--- src/rtl/mem_arbiter_if.sv ---
// Bus bundle for mem_arbiter: fetch port, data port and the shared memory port.
// slave  : the arbiter's view (takes requests, drives acks and the memory request).
// master : the environment's view (requesters plus memory).
interface mem_arbiter_if;
    logic        i_req;
    logic [31:0] i_addr;
    logic [31:0] i_rdata;
    logic        i_ack;

    logic        d_req;
    logic        d_rw;
    logic [31:0] d_addr;
    logic [31:0] d_wdata;
    logic [31:0] d_rdata;
    logic        d_ack;

    logic        m_req;
    logic        m_rw;
    logic [31:0] m_addr;
    logic [31:0] m_wdata;
    logic [31:0] m_rdata;
    logic        m_ack;

    logic        err;

    modport slave (
        input  i_req, i_addr, d_req, d_rw, d_addr, d_wdata, m_rdata, m_ack,
        output i_rdata, i_ack, d_rdata, d_ack, m_req, m_rw, m_addr, m_wdata, err
    );

    modport master (
        output i_req, i_addr, d_req, d_rw, d_addr, d_wdata, m_rdata, m_ack,
        input  i_rdata, i_ack, d_rdata, d_ack, m_req, m_rw, m_addr, m_wdata, err
    );
endinterface

--- src/rtl/mem_arbiter.sv ---
// Two-port (fetch / data) arbiter onto a single memory port with an ack timeout.
// Optional feature: define ARB_ROUND_ROBIN_EN for round-robin contended arbitration;
// otherwise the data port always wins a contended cycle.
module mem_arbiter #(
    parameter int unsigned TIMEOUT_CYCLES = 255
) (
    input logic          clk,
    input logic          reset,
    mem_arbiter_if.slave bus
);
    typedef enum logic [1:0] {
        StIdle = 2'd0,
        StGntI = 2'd1,
        StGntD = 2'd2
    } state_e;

    // Wait-count value in the last cycle before the counter reaches TIMEOUT_CYCLES.
    localparam logic [15:0] WaitLast = 16'(TIMEOUT_CYCLES - 1);

    state_e      state_q, state_d;
    logic        ready_q;
    logic [15:0] wait_q;
    logic        idle, i_elig, d_elig, grant_i, grant_d;
    logic        busy, finish, abort;
    logic        m_rw_q;
    logic [31:0] m_addr_q, m_wdata_q;
    logic [31:0] i_rdata_q, d_rdata_q;
    logic        i_ack_q, d_ack_q, err_q;
`ifdef ARB_ROUND_ROBIN_EN
    logic        last_d_q;  // 1: data port was granted most recently
`endif

    // Eligibility and grant selection; a port whose ack is showing sits this cycle out.
    always_comb begin
        idle   = (state_q == StIdle);
        i_elig = ready_q && idle && bus.i_req && !i_ack_q;
        d_elig = ready_q && idle && bus.d_req && !d_ack_q;
`ifdef ARB_ROUND_ROBIN_EN
        grant_i = i_elig && (!d_elig || last_d_q);
`else
        grant_i = i_elig && !d_elig;
`endif
        grant_d = d_elig && !grant_i;
    end

    // State register.
    always_ff @(posedge clk or posedge reset) begin
        if (reset) begin
            state_q <= StIdle;
        end else begin
            state_q <= state_d;
        end
    end

    // Next-state logic.
    always_comb begin
        state_d = state_q;
        unique case (state_q)
            StIdle: begin
                if (grant_i) begin
                    state_d = StGntI;
                end else if (grant_d) begin
                    state_d = StGntD;
                end
            end
            StGntI, StGntD: begin
                if (finish) begin
                    state_d = StIdle;
                end
            end
            default: state_d = StIdle;
        endcase
    end

    // Output decode: memory request follows the grant states; completion beats timeout.
    always_comb begin
        busy      = (state_q != StIdle);
        finish    = busy && (bus.m_ack || (wait_q == WaitLast));
        abort     = busy && !bus.m_ack && (wait_q == WaitLast);
        bus.m_req = busy;
    end

    // Registered datapath: grant capture, wait counter, ack/err pulses, read data.
    always_ff @(posedge clk or posedge reset) begin
        if (reset) begin
            ready_q   <= 1'b0;
            wait_q    <= '0;
            m_rw_q    <= 1'b0;
            m_addr_q  <= '0;
            m_wdata_q <= '0;
            i_rdata_q <= '0;
            d_rdata_q <= '0;
            i_ack_q   <= 1'b0;
            d_ack_q   <= 1'b0;
            err_q     <= 1'b0;
`ifdef ARB_ROUND_ROBIN_EN
            last_d_q  <= 1'b1;
`endif
        end else begin
            // Holds off the first grant until the second edge after reset release.
            ready_q <= 1'b1;
            i_ack_q <= finish && (state_q == StGntI);
            d_ack_q <= finish && (state_q == StGntD);
            err_q   <= abort;

            if (busy && !finish) begin
                wait_q <= wait_q + 16'd1;
            end else begin
                wait_q <= '0;
            end

            if (grant_i) begin
                m_rw_q    <= 1'b0;
                m_addr_q  <= bus.i_addr;
                m_wdata_q <= '0;
            end else if (grant_d) begin
                m_rw_q    <= bus.d_rw;
                m_addr_q  <= bus.d_addr;
                m_wdata_q <= bus.d_rw ? bus.d_wdata : '0;
            end

            if (finish && (state_q == StGntI)) begin
                i_rdata_q <= abort ? '0 : bus.m_rdata;
            end
            if (finish && (state_q == StGntD)) begin
                if (abort) begin
                    d_rdata_q <= '0;
                end else if (!m_rw_q) begin
                    d_rdata_q <= bus.m_rdata;
                end
            end

`ifdef ARB_ROUND_ROBIN_EN
            if (grant_i) begin
                last_d_q <= 1'b0;
            end else if (grant_d) begin
                last_d_q <= 1'b1;
            end
`endif
        end
    end

    assign bus.m_rw    = m_rw_q;
    assign bus.m_addr  = m_addr_q;
    assign bus.m_wdata = m_wdata_q;
    assign bus.i_rdata = i_rdata_q;
    assign bus.d_rdata = d_rdata_q;
    assign bus.i_ack   = i_ack_q;
    assign bus.d_ack   = d_ack_q;
    assign bus.err     = err_q;
endmodule

--- src/flat_wrapper.sv ---
// flat-port wrapper written by rule: the top's interface ports become plain ports
module mem_arbiter_flat 
#(
    parameter int unsigned TIMEOUT_CYCLES = 255
)
  (clk, reset, bus_i_req, bus_i_addr, bus_d_req, bus_d_rw, bus_d_addr, bus_d_wdata, bus_m_rdata, bus_m_ack, bus_i_rdata, bus_i_ack, bus_d_rdata, bus_d_ack, bus_m_req, bus_m_rw, bus_m_addr, bus_m_wdata, bus_err);
  mem_arbiter_if bus_i ();
  input logic clk;
  input logic reset;
  input wire logic [$bits(bus_i.i_req)-1:0] bus_i_req;
  input wire logic [$bits(bus_i.i_addr)-1:0] bus_i_addr;
  input wire logic [$bits(bus_i.d_req)-1:0] bus_d_req;
  input wire logic [$bits(bus_i.d_rw)-1:0] bus_d_rw;
  input wire logic [$bits(bus_i.d_addr)-1:0] bus_d_addr;
  input wire logic [$bits(bus_i.d_wdata)-1:0] bus_d_wdata;
  input wire logic [$bits(bus_i.m_rdata)-1:0] bus_m_rdata;
  input wire logic [$bits(bus_i.m_ack)-1:0] bus_m_ack;
  output wire logic [$bits(bus_i.i_rdata)-1:0] bus_i_rdata;
  output wire logic [$bits(bus_i.i_ack)-1:0] bus_i_ack;
  output wire logic [$bits(bus_i.d_rdata)-1:0] bus_d_rdata;
  output wire logic [$bits(bus_i.d_ack)-1:0] bus_d_ack;
  output wire logic [$bits(bus_i.m_req)-1:0] bus_m_req;
  output wire logic [$bits(bus_i.m_rw)-1:0] bus_m_rw;
  output wire logic [$bits(bus_i.m_addr)-1:0] bus_m_addr;
  output wire logic [$bits(bus_i.m_wdata)-1:0] bus_m_wdata;
  output wire logic [$bits(bus_i.err)-1:0] bus_err;
  assign bus_i.i_req = bus_i_req;
  assign bus_i.i_addr = bus_i_addr;
  assign bus_i.d_req = bus_d_req;
  assign bus_i.d_rw = bus_d_rw;
  assign bus_i.d_addr = bus_d_addr;
  assign bus_i.d_wdata = bus_d_wdata;
  assign bus_i.m_rdata = bus_m_rdata;
  assign bus_i.m_ack = bus_m_ack;
  assign bus_i_rdata = bus_i.i_rdata;
  assign bus_i_ack = bus_i.i_ack;
  assign bus_d_rdata = bus_i.d_rdata;
  assign bus_d_ack = bus_i.d_ack;
  assign bus_m_req = bus_i.m_req;
  assign bus_m_rw = bus_i.m_rw;
  assign bus_m_addr = bus_i.m_addr;
  assign bus_m_wdata = bus_i.m_wdata;
  assign bus_err = bus_i.err;
  mem_arbiter #(.TIMEOUT_CYCLES(TIMEOUT_CYCLES)) u_core (.clk(clk), .reset(reset), .bus(bus_i));
endmodule
--- config.mk ---
export PLATFORM = sky130hd
export DESIGN_NAME = mem_arbiter_flat
export DESIGN_NICKNAME = d
export VERILOG_FILES = /design/src/rtl/mem_arbiter_if.sv /design/src/rtl/mem_arbiter.sv /design/src/flat_wrapper.sv
export SDC_FILE = /design/constraint.sdc
export NUM_CORES = 1
export LEC_CHECK = 0
export BUFFER_PORTS_ARGS = -buffer_cell sky130_fd_sc_hd__buf_2
export CORE_UTILIZATION = 51
export CTS_BUF_LIST = sky130_fd_sc_hd__clkbuf_8 sky130_fd_sc_hd__clkbuf_16
export CTS_CLUSTER_SIZE = 25
export DETAILED_ROUTE_END_ITERATION = 12
export PLACE_DENSITY = 0.89
export SLEW_MARGIN = 20
export SYNTH_ARGS = -nofsm -noshare
export SYNTH_HDL_FRONTEND = slang
export SYNTH_SLANG_ARGS = --single-unit
--- constraint.sdc ---
create_clock -name clk -period 11.7 [get_ports clk]
set_input_delay 1.755 -clock clk [delete_from_list [all_inputs] [get_ports clk]]
set_output_delay 1.755 -clock clk [all_outputs]
set_load 0.02 [all_outputs]
Word level (Yosys, flattened, before mapping)
Cells that the tools add are included.
Widths: inputs -> output; s select.
{"block": "classes", "addsub": 1, "eq_ne": 6, "mux": 15, "reduce_logical": 26}
{"operator": "$mux 32", "n": 8}
{"operator": "$add 16x1->16 const B", "n": 1}
{"operator": "$eq 16x8->1 const B", "n": 1}
{"operator": "$mux 16", "n": 1}
{"operator": "$logic_and 1x1->1", "n": 13}
{"operator": "$logic_not 1->1", "n": 6}
{"operator": "$mux 2", "n": 3}
{"operator": "$ne 2x1->1 const B", "n": 2}
{"operator": "$pmux 2 s2", "n": 1}
{"operator": "$reduce_and 2->1", "n": 2}
{"operator": "$reduce_bool 2->1", "n": 2}
{"operator": "$ne 3x3->1 const B", "n": 1}
{"operator": "$eq 2x1->1 const B", "n": 1}
{"operator": "$eq 2x2->1 const B", "n": 1}
{"operator": "$logic_not 2->1", "n": 1}
{"operator": "$mux 1", "n": 2}
{"operator": "$reduce_or 2->1", "n": 1}
{"operator": "$logic_or 1x1->1", "n": 1}
{"block": "totals", "regBits": 151, "in_bits": 134, "out_inout_bits": 133, "wordCells": 59}

Depth between registers and ports, before layout
{"block": "logic_depth", "ltp_word": 11, "depth_mapped": 8, "depth_no_buf": 6}

Worst setup path before layout
OpenSTA, ideal clock, no wires.
{"block": "synth_path", "kind": "in2reg", "start": "in bus_d_req", "end": "reg u_core.m_wdata_q[0], in the netlist u_core.bus.m_wdata[0]", "setup_ns": 0.066, "t_arrival_ns": 2.690, "required_ns": 11.634, "path_slack_ns": 8.944, "stages": 6, "n_path_buf": 2, "cell_sequence": "nand2b_1 nor2_2 and2_1 buf_2 buf_2 a22o_1"}
{"block": "synth_via", "elab_chain_len": 7, "elab_cells_between_ends": 8, "cone_classes": "1 x mux; 7 x reduce/logical"}
{"item": "start, declared", "line": "flat_wrapper.sv:12", "rtl": "input wire logic [$bits(bus_i.d_req)-1:0] bus_d_req;"}
{"item": "$logic_and 1x1->1 (*) (2 in series)", "line": "mem_arbiter.sv:37", "rtl": "d_elig = ready_q && idle && bus.d_req && !d_ack_q;"}
{"item": "$logic_not 1->1", "line": "mem_arbiter.sv:41", "rtl": "grant_i = i_elig && !d_elig;"}
{"item": "$logic_and 1x1->1", "line": "mem_arbiter.sv:41"}
{"item": "$logic_not 1->1", "line": "mem_arbiter.sv:43", "rtl": "grant_d = d_elig && !grant_i;"}
{"item": "$logic_and 1x1->1", "line": "mem_arbiter.sv:43"}
{"item": "$reduce_bool 2->1 (no source line)"}
{"item": "end signal, assigned", "line": "mem_arbiter.sv:119", "rtl": "m_wdata_q <= bus.d_rw ? bus.d_wdata : '0;"}
{"item": "end, declared", "line": "mem_arbiter.sv:26", "rtl": "logic [31:0] m_addr_q, m_wdata_q;"}
Mark *: on every way between the ends. The rest lies on a longest branch, timed or not.
A chain may end at the register's enable or synchronous reset.

Final worst setup path
{"block": "layout_path", "start": "in bus_d_req", "end": "reg u_core.m_wdata_q[1], in the netlist u_core.bus.m_wdata[1]"}
The elaborated chain is that of the path after synthesis.

==> results_dict.tcl <==
set metrics [dict create \
    outcome "finished, final reports clean" \
    synth_cells 477 \
    drc 0 \
    dieArea_um2 12270 \
    yosys_warnings 0 \
    clockBufferDepth 2 \
    avgRoutedWirePerCell_um 18.00 \
    drt_iter0_drc 500 \
    fin_nets 871 \
    hp-class "reg2reg" \
    clkSinkCount 151 \
    p_leak_uw 0.004314 \
    grt_pass1_wl_um 26180 \
    synthFlopType "dfrtp_1" \
    path_clk_slew_ns 0.06 \
    reg2reg_to "u_core.bus.m_wdata[1]$_DFFE_PP0P_" \
    reg2reg_from "u_core.state_q[1]$_DFFE_PP0P_" \
    worstPathRequired_ns 12.04 \
    hold_buffers 0 \
    arrival_ns 3.76 \
    reg2regPathDepth 6 \
    drv_slew 0 \
    grt_max_degree 83 \
    period_share 0.2920 \
    fin_skew_ns 0.008357 \
    syn-num-nets 616 \
    vias 4985 \
    clock_latency_ns 0.41 \
    drive_gt1_frac 0.4164 \
    crit_path_top_delay_cell "nor2_2" \
    post-route-min-period_ns 3.416 \
    ys_async_sr_fraction 1.000 \
    layout_commonest_cell "buf_2" \
    synthToLayoutAreaGrowth_pct 33.43 \
    critPathMaxFanout 33 \
    cts-buffers-inserted 17 \
    crit_path_start "bus_d_req" \
    yosysUniqueCellTypes 35 \
    ys_ff_latch 151 \
    htreeDepth 4 \
    die_w_um 110.8 \
    vias_per_cell 5.614 \
    wl_um 15990 \
    syn_area_per_cell_um2 12.65 \
    rows 39 \
    slew_headroom 0.2807 \
    slowest_delay_ns 0.86 \
    grt_pass1_vias 5096 \
    cts_tree "done" \
    worstSetupStartpointType "primary input" \
    maxCapViolations 0 \
    powerDensity_nw_per_um2 273.9 \
    ctsResizeCount 0 \
    synth_edf_count 0 \
    antenna_found_initial 3 \
    hpwl_um 11520 \
    netlist_area_um2 6033 \
    cts_setup_buffers 0 \
    drt-pass1-iter-count 7 \
    finalSetupViolCount 0 \
    hold_path_startpoint "u_core.bus.m_addr[22]$_DFFE_PP0P_" \
    portBuffers 266 \
    gp_congestion 0.8328 \
    fmax_mhz 292.7 \
    root_buffer "clkbuf_16" \
    r2r_slack_ns 8.90 \
    overflow 0 \
    core-area_um2 11470 \
    crit_end "u_core.bus.m_wdata[1]$_DFFE_PP0P_" \
    yosysSeqAreaShare 0.6263 \
    crit_chain "buf_2 -> nand2b_1 -> nor2_2 -> and2_2 -> a22o_1" \
    power.total_uw 2205 \
    io-pin-count 267 \
    path_class "in2reg" \
    vdd_drop_max_mv 0.1898 \
    antenna_left 0 \
    endpoint_kind "flip-flop" \
    layout_common_cells "buf_2, dfrtp_1, a22o_1" \
    final_util 0.7020 \
    die_y_um 110.8 \
    start_util 0.5261 \
    fin_tns_setup_ns 0 \
    fillers 790 \
    tightest_slew_ns 1.078 \
    grt_usage 0.2736 \
    final_hold_viol_count 0 \
    rsz0062_at_grt "false" \
]
[layout make-up]
type / instances / area (um2) / area share
inverters: 33 / 128.9 / 0.01601
flip-flops and latches: 151 / 3779 / 0.4694
well taps: 143 / 178.9 / 0.02223
repair buffers: 272 / 1416 / 0.1759
clock buffers: 19 / 452.9 / 0.05626
multi-input cells: 257 / 1954 / 0.2428
diodes: 3 / 7.507 / 0.0009325
clock inverters: 10 / 132.6 / 0.01647
[power breakdown]
part,total (uW),switching (uW),internal [uW]
logic,825,521,305
clock network,542,200,341
registers,838,116,722
[logic make-up after synthesis]
family                     synth area share
other                             0.0006216
and+or+nand+nor                     0.08337
DFF                                  0.6263
xor gates and xnor gates            0.02032
buffers and inverters               0.05226
muxes                               0.05309
AOI/OAI and AO/OA                    0.1537
adders and majority gates           0.01037
[synth_stat cells (all sizes together), types with 2 or more instances]
| master | number | area [um2] |
|---|---|---|
| clkbuf | 17 | 63.81 |
| and4 | 3 | 26.28 |
| o22ai | 7 | 43.79 |
| dfrtp | 151 | 3779 |
| ha | 5 | 62.56 |
| nand3 | 5 | 25.02 |
| inv | 33 | 123.9 |
| a22o | 64 | 560.5 |
| xor2 | 12 | 105.1 |
| and2 | 4 | 25.02 |
| nand4 | 8 | 50.05 |
| xnor2 | 2 | 17.52 |
| buf | 19 | 127.6 |
| nor3 | 4 | 30.03 |
| and3 | 3 | 18.77 |
| nor2b | 3 | 18.77 |
| mux2i | 32 | 320.3 |
| nand2b | 4 | 25.02 |
| nand2 | 4 | 15.01 |
| a222oi | 27 | 270.3 |
| nor2 | 59 | 224.0 |
| a21o | 2 | 15.01 |
[how the worst min path moves through the flow]
stage                                               to  slack (ns)  cells past startpoint
floorplan                   u_core.wait_q[0]$_DFF_PP0_        0.46                      1
CTS                  u_core.bus.m_addr[22]$_DFFE_PP0P_        0.49                      2
global placement     u_core.bus.m_addr[18]$_DFFE_PP0P_        0.47                      2
finish               u_core.bus.m_addr[22]$_DFFE_PP0P_        0.49                      2
global route        u_core.bus.i_rdata[14]$_DFFE_PP0P_        0.51                      1
detailed placement   u_core.bus.m_addr[25]$_DFFE_PP0P_        0.48                      2
[routing by layer]
metal / routed length (um) / up-vias / part of all wire / GRT usage
met1: 6142 / 2422 / 0.38 / 0.3191
met2: 8016 / 283 / 0.50 / 0.4497
met3: 1198 / 43 / 0.075 / 0.08147
met4: 629 / 0 / 0.039 / 0.1582
met5: 0 / - / 0 / 0
li1: - / 2237 / - / -
[sequential cells by signal, indices dropped and copies added, names as in the netlist]
name / count
u_core.bus.d_rdata: 32
u_core.bus.m_addr: 32
u_core.bus.m_wdata: 32
u_core.state_q: 2
u_core.bus.err: 1
u_core.bus.d_ack: 1
u_core.bus.i_ack: 1
u_core.ready_q: 1
u_core.wait_q: 16
u_core.bus.m_rw: 1
u_core.bus.i_rdata: 32
[critical path, delay by kind of cell]
kind            cells  cell delay, ns
compound gates      1            0.23
buf+inv             1            0.08
simple gates        3            1.66
[through the flow]
stage | setup slack, ns | hold WS [ns] | cells | cell area (um2)
detailed placement | 7.588 | 0.4779 | 855 | 7427
global placement | 7.751 | 0.4698 | 854 | 7400
CTS | 8.024 | 0.4915 | 884 | 8013
global route | 8.122 | 0.5108 | 887 | 8048
floorplan | 5.880 | 0.4592 | 477 | 6033
finish | 8.284 | 0.4909 | 888 | 8050
Power figures use the tool's default switching activity.
